### config.mk
export PLATFORM = sky130hd
export DESIGN_NAME = product_table_writer
export DESIGN_NICKNAME = d
export VERILOG_FILES = /design/src/rtl/product_table_writer.sv
export SDC_FILE = /design/constraint.sdc
export NUM_CORES = 1
export LEC_CHECK = 0
export CORE_MARGIN = 3
export CORE_UTILIZATION = 45
export DETAILED_ROUTE_END_ITERATION = 16
export PLACE_DENSITY = 0.71
export SYNTH_ARGS = -nofsm -noshare
export SYNTH_HDL_FRONTEND = slang
export SYNTH_SLANG_ARGS = --single-unit
### constraint.sdc
create_clock -name clk -period 2.5 [get_ports clk]
set_input_delay 0.5 -clock clk [delete_from_list [all_inputs] [get_ports clk]]
set_output_delay 0.5 -clock clk [all_outputs]
set_load 0.1 [all_outputs]
### src/rtl/product_table_writer.sv
// product_table_writer: fills a 2**(2N)-entry product table, one
// {a,b} address at a time, using an N-cycle shift-add multiplier.
//
// Ports:
//   clk      - rising-edge clock
//   rst_n    - asynchronous active-low reset
//   start    - one-cycle request to begin a full table fill
//   wr_ready - memory accepts the pending write this cycle
//   wr_en    - write strobe; wr_addr/wr_data valid while high
//   wr_addr  - table address {a,b}
//   wr_data  - unsigned product a*b
//   busy     - fill in progress
//   done     - fill complete; sticky until next start
module product_table_writer #(
    parameter int N = 4
) (
    input  logic           clk,
    input  logic           rst_n,
    input  logic           start,
    input  logic           wr_ready,
    output logic           wr_en,
    output logic [2*N-1:0] wr_addr,
    output logic [2*N-1:0] wr_data,
    output logic           busy,
    output logic           done
);

    localparam int AW = 2 * N;
    localparam int BW = $clog2(N + 1);

    typedef enum logic [2:0] {
        S_IDLE,
        S_LOAD,
        S_MULT,
        S_WRITE,
        S_DONE
    } state_t;

    state_t          r_state;
    logic [AW-1:0]   r_cnt;
    logic [AW-1:0]   r_acc;
    logic [AW-1:0]   r_mcand;
    logic [N-1:0]    r_mplier;
    logic [BW-1:0]   r_bit;
    logic            r_wr_en;
    logic [AW-1:0]   r_wr_addr;
    logic [AW-1:0]   r_wr_data;
    logic            r_busy;
    logic            r_done;

    logic [AW-1:0]   w_acc_next;
    logic            w_last_bit;
    logic            w_last_entry;

    // Multiplicand is pre-shifted each cycle, so adding it when the
    // current multiplier LSB is set is the same as acc += a << i.
    assign w_acc_next   = r_mplier[0] ? (r_acc + r_mcand) : r_acc;
    assign w_last_bit   = (r_bit == BW'(N - 1));
    assign w_last_entry = (r_cnt == {AW{1'b1}});

    always_ff @(posedge clk or negedge rst_n) begin
        if (!rst_n) begin
            r_state   <= S_IDLE;
            r_cnt     <= '0;
            r_acc     <= '0;
            r_mcand   <= '0;
            r_mplier  <= '0;
            r_bit     <= '0;
            r_wr_en   <= 1'b0;
            r_wr_addr <= '0;
            r_wr_data <= '0;
            r_busy    <= 1'b0;
            r_done    <= 1'b0;
        end else begin
            unique case (r_state)
                S_IDLE: begin
                    if (start) begin
                        r_cnt   <= '0;
                        r_busy  <= 1'b1;
                        r_state <= S_LOAD;
                    end
                end
                S_LOAD: begin
                    r_mcand  <= {{N{1'b0}}, r_cnt[AW-1:N]};
                    r_mplier <= r_cnt[N-1:0];
                    r_acc    <= '0;
                    r_bit    <= '0;
                    r_state  <= S_MULT;
                end
                S_MULT: begin
                    r_acc    <= w_acc_next;
                    r_mcand  <= r_mcand << 1;
                    r_mplier <= r_mplier >> 1;
                    r_bit    <= r_bit + 1'b1;
                    if (w_last_bit) begin
                        r_wr_en   <= 1'b1;
                        r_wr_addr <= r_cnt;
                        r_wr_data <= w_acc_next;
                        r_state   <= S_WRITE;
                    end
                end
                S_WRITE: begin
                    // Outputs and counter hold until the memory takes it.
                    if (wr_ready) begin
                        r_wr_en <= 1'b0;
                        if (w_last_entry) begin
                            r_busy  <= 1'b0;
                            r_done  <= 1'b1;
                            r_state <= S_DONE;
                        end else begin
                            r_cnt   <= r_cnt + 1'b1;
                            r_state <= S_LOAD;
                        end
                    end
                end
                S_DONE: begin
                    if (start) begin
                        r_done  <= 1'b0;
                        r_busy  <= 1'b1;
                        r_cnt   <= '0;
                        r_state <= S_LOAD;
                    end
                end
                default: begin
                    r_state <= S_IDLE;
                end
            endcase
        end
    end

    assign wr_en   = r_wr_en;
    assign wr_addr = r_wr_addr;
    assign wr_data = r_wr_data;
    assign busy    = r_busy;
    assign done    = r_done;

endmodule

==> flow_summary.json, run 1 <==
{
  "cp_max_fo": 3,
  "slew_headroom_pct": 60.49,
  "reg2reg_from": "r_acc[0]$_DFFE_PN0P_",
  "drive_above_1_share_pct": 15.38,
  "synth_edf_count": 0,
  "drc_errors": 0,
  "wl_met1_mm": 2.482,
  "clock_skew_ns": 0.008763,
  "async_reset_ff_share_pct": 100.0,
  "setup_violations": 0,
  "die_x_um": 82.60,
  "finalSetupTns_ns": 0,
  "synth_cells": 262,
  "worstSetupPathType": "register to register",
  "antenna_left": 0,
  "multi_input_area_sq_um": 1221,
  "grt_pass1_wl_mm": 9.211,
  "finalNetCount": 300,
  "placementRows": 27,
  "seq_area_frac_synth_pct": 50.24,
  "yosys_warnings": 0,
  "grt_setup_unrepaired": "false",
  "place.gp.congestion": 0.8477,
  "netlist_area_sq_um": 2640,
  "setup_ws_ns": 0.3689,
  "area_growth_pct": 14.12,
  "synth_area_per_cell_sq_um": 10.08,
  "worstRegToRegCells": 7,
  "detail_route.wl_per_cell_um": 15.09,
  "hpwl_mm": 3.903,
  "dr_wl_met3_um": 188,
  "worstHoldPathType": "primary input to async pin",
  "r2r_slack_ns": 0.37,
  "path_delay_family": "adder cells",
  "crit_arrival_ns": 2.38,
  "routed_wl_mm": 5.403,
  "worst_pin_slew_ns": 0.5915,
  "vias": 1939,
  "n_antenna_cell": 0,
  "coreArea_sq_um": 5608,
  "powerDensity_nw_per_um2": 1130,
  "htree_levels": 2,
  "grt_max_degree": 31,
  "seqCellArea_sq_um": 1326,
  "io_pins": 23,
  "num-fill-cells": 512,
  "synth_nets": 277,
  "insertion_delay_ns": 0.31,
  "post-route-period-util_pct": 85.25,
  "synthFlopType": "dfrtp_1",
  "status": "finished, final reports clean",
  "highest_layer": "met4",
  "critPathBufInv": 0,
  "cp_slowest_stage_delay_ns": 0.44,
  "min_period_ns": 2.131,
  "gr-total-overflow": 0,
  "cts-root-buf": "clkbuf_8",
  "numCtsBuffers": 5,
  "grt_pass1_vias": 1969,
  "io_buffers": 22,
  "peakVddDrop_mv": 0.6394,
  "cts_setup_buffers": 0,
  "synth-seq-cells": 53,
  "power_leakage_uw": 0.001434,
  "crit_slowest_cell": "fa_1",
  "fmax_mhz": 469.2,
  "dr.pass1.iters": 4,
  "via_per_inst": 5.416,
  "drt_iter0_drc": 52,
  "worstSetupStartpoint": "r_acc[0]$_DFFE_PN0P_",
  "hold_violations": 0,
  "cap_violations": 0,
  "clk_path_buf_depth": 2,
  "dieArea_sq_um": 6822,
  "crit_chain": "ha_1, fa_1, a211oi_1, o21bai_1, a21oi_1, mux2_2, nand2_1",
  "grt_use_total_pct": 18.11,
  "wl_met2_mm": 2.672,
  "clk_pin_slew_worst_paths_ns": 0.10,
  "antenna_found_initial": 0,
  "synth.distinct_cells": 44,
  "fp.dieH_um": 82.60,
  "cts_sinks": 53,
  "slew_violations": 0,
  "r2r_end": "wr_data[6]$_DFFE_PN0P_",
  "worst_setup_path_end_kind": "register",
  "hold_buffers": 0,
  "post_cts_resize_count": 0,
  "crit_path_start_kind": "register",
  "crit_required_ns": 2.75,
  "dp_slack_ns": 0.3041,
  "start_util_pct": 47.08,
  "cts_tree": "built"
}
[layout make-up]
cell class | instances | area share [%]
Inverter | 8 | 0.9967
Tap cell | 72 | 2.990
Sequential cell | 53 | 44.02
Multi-Input combinational cell | 189 | 40.53
Timing Repair Buffer | 28 | 7.475
Clock inverter | 2 | 1.246
Clock buffer | 6 | 2.741
[cells in the mapped netlist, drive strengths merged (3+ instances only)]
library cell   n  area [sq um]
clkbuf         7         26.28
a21o           4         31.28
buf            5         36.28
o21bai         3         22.52
dfrtp         53          1326
nand3          6         30.03
xnor2          8         70.07
a21oi          8         40.04
a31oi          3         18.77
a22o          10         87.58
nor2          10         37.54
nand4          3         18.77
nand2         55         206.5
mux2i         10         100.1
nand3b         4         30.03
inv            8         30.03
o21ai         26         130.1
xor2           3         26.28
nor3b          3         38.79
ha            10         125.1
[routing by layer]
layer,vias up,GRT usage [%]
met4,0,7.026
li1,960,-
met3,5,4.013
met2,26,30.53
met1,948,22.58
met5,-,0
[logic make-up after synthesis]
kind of cell | after synthesis | synth area share [%]
AOI/OAI and AO/OA | 63 | 15.78
xor gates and xnor gates | 11 | 3.650
adders and majority gates | 11 | 5.498
buffers and inverters | 20 | 3.507
DFF | 53 | 50.24
muxes | 12 | 4.645
and+or+nand+nor | 92 | 16.68
[power breakdown]
| part | switching (uW) | internal, uW | total, uW | leakage (uW) |
|---|---|---|---|---|
| combinational | 1070 | 435 | 1510 | 0.000670 |
| sequential | 238 | 1050 | 1290 | 0.000706 |
| clock | 284 | 326 | 610 | 0.0000574 |
| total | 1590 | 1810 | 3400 | 0.00143 |
[worst max-delay path by stage]
stage                        endpoint  slack (ns)  cells after the start
5_1_grt        wr_data[6]$_DFFE_PN0P_        0.17                      7
6_report       wr_data[6]$_DFFE_PN0P_        0.37                      7
4_1_cts        wr_data[6]$_DFFE_PN0P_        0.36                      7
2_1_floorplan  wr_data[6]$_DFFE_PN0P_        0.53                      7
3_3_place_gp     r_cnt[7]$_DFFE_PN0P_        0.34                      6
3_5_place_dp     r_cnt[0]$_DFFE_PN0P_        0.30                      5
[state kept, by name (all words and copies together), names as in the netlist, 3 cells and up]
| signal | count |
|---|---|
| r_bit | 3 |
| wr_data | 8 |
| r_mplier | 4 |
| r_state | 3 |
| wr_addr | 8 |
| r_mcand | 8 |
| r_acc | 8 |
| r_cnt | 8 |
[placed cells by master (no fill, tap or decap), types with 2 or more instances in the layout]
| cell | Yosys | routed |
|---|---|---|
| xnor2_1 | 8 | 8 |
| nand3_1 | 6 | 6 |
| buf_4 | 2 | 24 |
| and2_1 | 2 | 2 |
| a211oi_1 | 2 | 2 |
| clkbuf_8 | 0 | 6 |
| a22o_1 | 10 | 10 |
| nand4_1 | 3 | 3 |
| ha_1 | 10 | 10 |
| o21bai_1 | 3 | 3 |
| a21oi_1 | 8 | 8 |
| a31oi_1 | 3 | 3 |
| nand3b_1 | 4 | 4 |
| mux2_2 | 2 | 2 |
| nand2_1 | 55 | 55 |
| dfrtp_1 | 53 | 53 |
| nor4_1 | 2 | 2 |
| inv_1 | 8 | 8 |
| a21o_1 | 3 | 3 |
| o21ai_0 | 26 | 26 |
| xor2_1 | 3 | 3 |
| nor2_1 | 10 | 10 |
| clkdlybuf4s50_1 | 0 | 2 |
| mux2i_1 | 10 | 10 |
[through the flow]
stage / power, uW / hold WS [ns] / instances / util (%) / area (sq um)
after detailed placement: 2825 / 0.4636 / 350 / 51.58 / 2893
after global placement: 2787 / 0.4629 / 350 / 51.58 / 2893
after global routing: 3630 / 0.2104 / 358 / 53.73 / 3013
after CTS: 3438 / 0.1898 / 358 / 53.73 / 3013
after floorplan: 2459 / 0.2044 / 262 / - / 2640
final: 3404 / 0.1739 / 358 / 53.73 / 3013
Power figures use the tool's default switching activity.
==> run 2, diff against run 1 <==
==> constraint.sdc (replaced) <==
create_clock -name clk -period 2.5 [get_ports clk]
set_input_delay 0.5 -clock clk [delete_from_list [all_inputs] [get_ports clk]]
set_output_delay 0.5 -clock clk [all_outputs]
set_load 0.05 [all_outputs]
==> run 2 against run 1 <==
Clock power down 18%. Critical path depth unchanged. Sequential power about the same. Via count up 1.3%. Cell area up 0.29%. First-iteration DRC count up 120%. Power down 11%. Non-clock buffer count unchanged. Fmax up 0.55%. Largest cell class unchanged.
==> flow_summary.json, run 2 (synthesis results as in run 1) <==
{
  "placementRows": 27,
  "area_growth_pct": 14.46,
  "final_cell_mix": "nand2_1, dfrtp_1, o21ai_0",
  "crit_required_ns": 2.75,
  "clk_pin_slew_worst_paths_ns": 0.10,
  "min_period_ns": 2.120,
  "fmax_mhz": 471.8,
  "crit_path_start_kind": "register",
  "n_antenna_cell": 0,
  "antenna_found_initial": 0,
  "via_per_inst": 5.486,
  "powerDensity_nw_per_um2": 1005,
  "grt_busiest_layer": "met2",
  "io_buffers": 22,
  "r2r_end": "wr_data[6]$_DFFE_PN0P_",
  "dr.pass1.iters": 4,
  "setup_violations": 0,
  "htree_levels": 2,
  "cts_setup_buffers": 0,
  "finalNonFillerCells": 358,
  "finalNetCount": 300,
  "final_common_cell": "nand2_1",
  "cts_sinks": 53,
  "clock_skew_ns": 0.006672,
  "reg2reg_from": "r_acc[0]$_DFFE_PN0P_",
  "coreArea_sq_um": 5608,
  "r2r_slack_ns": 0.38,
  "drive_above_1_share_pct": 8.741,
  "grt_util_met2_pct": 30.45,
  "crit_arrival_ns": 2.37,
  "power_frac_clock_pct": 16.4,
  "start_util_pct": 47.08,
  "hold_buffers": 0,
  "p_int_uw": 1713,
  "power_leakage_uw": 0.001386,
  "dp.cells": 350,
  "worst_pin_slew_ns": 0.6578,
  "p_sw_share_pct": 43.60,
  "io_pins": 23,
  "place.gp.congestion": 0.8678,
  "insertion_delay_ns": 0.31,
  "design_area_sq_um": 3022,
  "post-route-period-util_pct": 84.78,
  "worstHoldPathType": "primary input to async pin",
  "p_seq_share_pct": 42.5,
  "finalSetupTns_ns": 0,
  "antenna_left": 0,
  "slew_headroom_pct": 56.15,
  "hold_violations": 0,
  "grt_max_degree": 54,
  "peakVddDrop_mv": 0.5976,
  "cap_violations": 0,
  "placed_area_sq_um": 2928,
  "worstSetupStartpoint": "r_acc[0]$_DFFE_PN0P_",
  "slew_violations": 0,
  "fp.dieH_um": 82.60,
  "numCtsBuffers": 5,
  "gr-total-overflow": 0,
  "use_met1_pct": 23.39,
  "detail_route.wl_per_cell_um": 14.88,
  "grt_pass1_wl_mm": 9.404,
  "vias": 1964,
  "clk_path_buf_depth": 2,
  "cts_tree": "built",
  "met3_usage_pct": 3.362,
  "combPwrFrac_pct": 41.0,
  "worstSetupPathType": "register to register",
  "grt_setup_unrepaired": "false",
  "drc_errors": 0,
  "cp_max_fo": 3,
  "worstRegToRegCells": 7,
  "post_cts_resize_count": 0,
  "die_x_um": 82.60,
  "grt_pass1_vias": 1996,
  "p_sw_uw": 1324,
  "cts-root-buf": "clkbuf_8",
  "status": "finished, final reports clean",
  "hpwl_mm": 3.777,
  "grt_use_total_pct": 17.85,
  "drt_iter0_drc": 112,
  "dieArea_sq_um": 6822,
  "routed_wl_mm": 5.326,
  "worst_setup_path_end_kind": "register"
}
-- run 2: changes by cell type in the layout (fill, tap and decap cells not counted), sizes merged --
| cell | previous run | this run |
|---|---|---|
| buf | 26 | 7 |
| clkdlybuf4s50 | 2 | 21 |
| inv | 8 | 10 |
| bufinv | 1 | 0 |
| clkbuf | 6 | 5 |
-- run 2: final cells by class --
type / count / area (sq um)
sequential: 53 / 1326
fill: 522 / 2586
timing repair buffer: 28 / 260.3
inverter: 8 / 30.03
clock buffer: 5 / 68.82
multi-input combinational: 189 / 1221
tap: 72 / 90.09
clock inverter: 3 / 25.02
-- run 2: through the flow --
step	setup slack (ns)	power, uW	hold slack [ns]	util (%)
final	0.3805	3037	0.2890	53.88
after global placement	0.3363	2534	0.4614	52.21
after CTS	0.3747	3069	0.3187	53.88
after floorplan	0.5320	2192	0.2044	-
after detailed placement	0.2444	2562	0.4611	52.21
after global routing	0.2209	3262	0.3559	53.88
-- run 2: how the worst max path moves through the flow --
stage	endpoint	slack, ns	cells past startpoint
2_1_floorplan	wr_data[6]$_DFFE_PN0P_	0.53	7
3_3_place_gp	r_cnt[7]$_DFFE_PN0P_	0.34	6
3_5_place_dp	r_cnt[7]$_DFFE_PN0P_	0.24	6
4_1_cts	wr_data[6]$_DFFE_PN0P_	0.37	7
5_1_grt	wr_data[6]$_DFFE_PN0P_	0.22	7
6_report	wr_data[6]$_DFFE_PN0P_	0.38	7
-- run 2: per-layer routing --
metal  routed length (um)  up-vias  part of all wire, %
met2                 2648       39                   50
met3                  176        7                  3.3
li1                     -      960                    -
met5                    0        -                    0
met4                   64        0                  1.2
met1                 2436      958                   46
-- run 2: critical path, stage by stage, from the launching register on --
cell and delay [ns]:
dfrtp_1 0.40, ha_1 0.23, fa_1 0.43, a211oi_1 0.24, o21bai_1 0.11, a21oi_1 0.24
mux2_2 0.36, nand2_1 0.05
-- run 2: power groups by stage --
stage / registers, uW / logic (uW) / clock network [uW]
after floorplan: 1430 / 765 / 0
after global placement: 1300 / 1240 / 0
after detailed placement: 1310 / 1250 / 0
after CTS: 1290 / 1260 / 518
after global routing: 1330 / 1380 / 556
final: 1290 / 1250 / 499
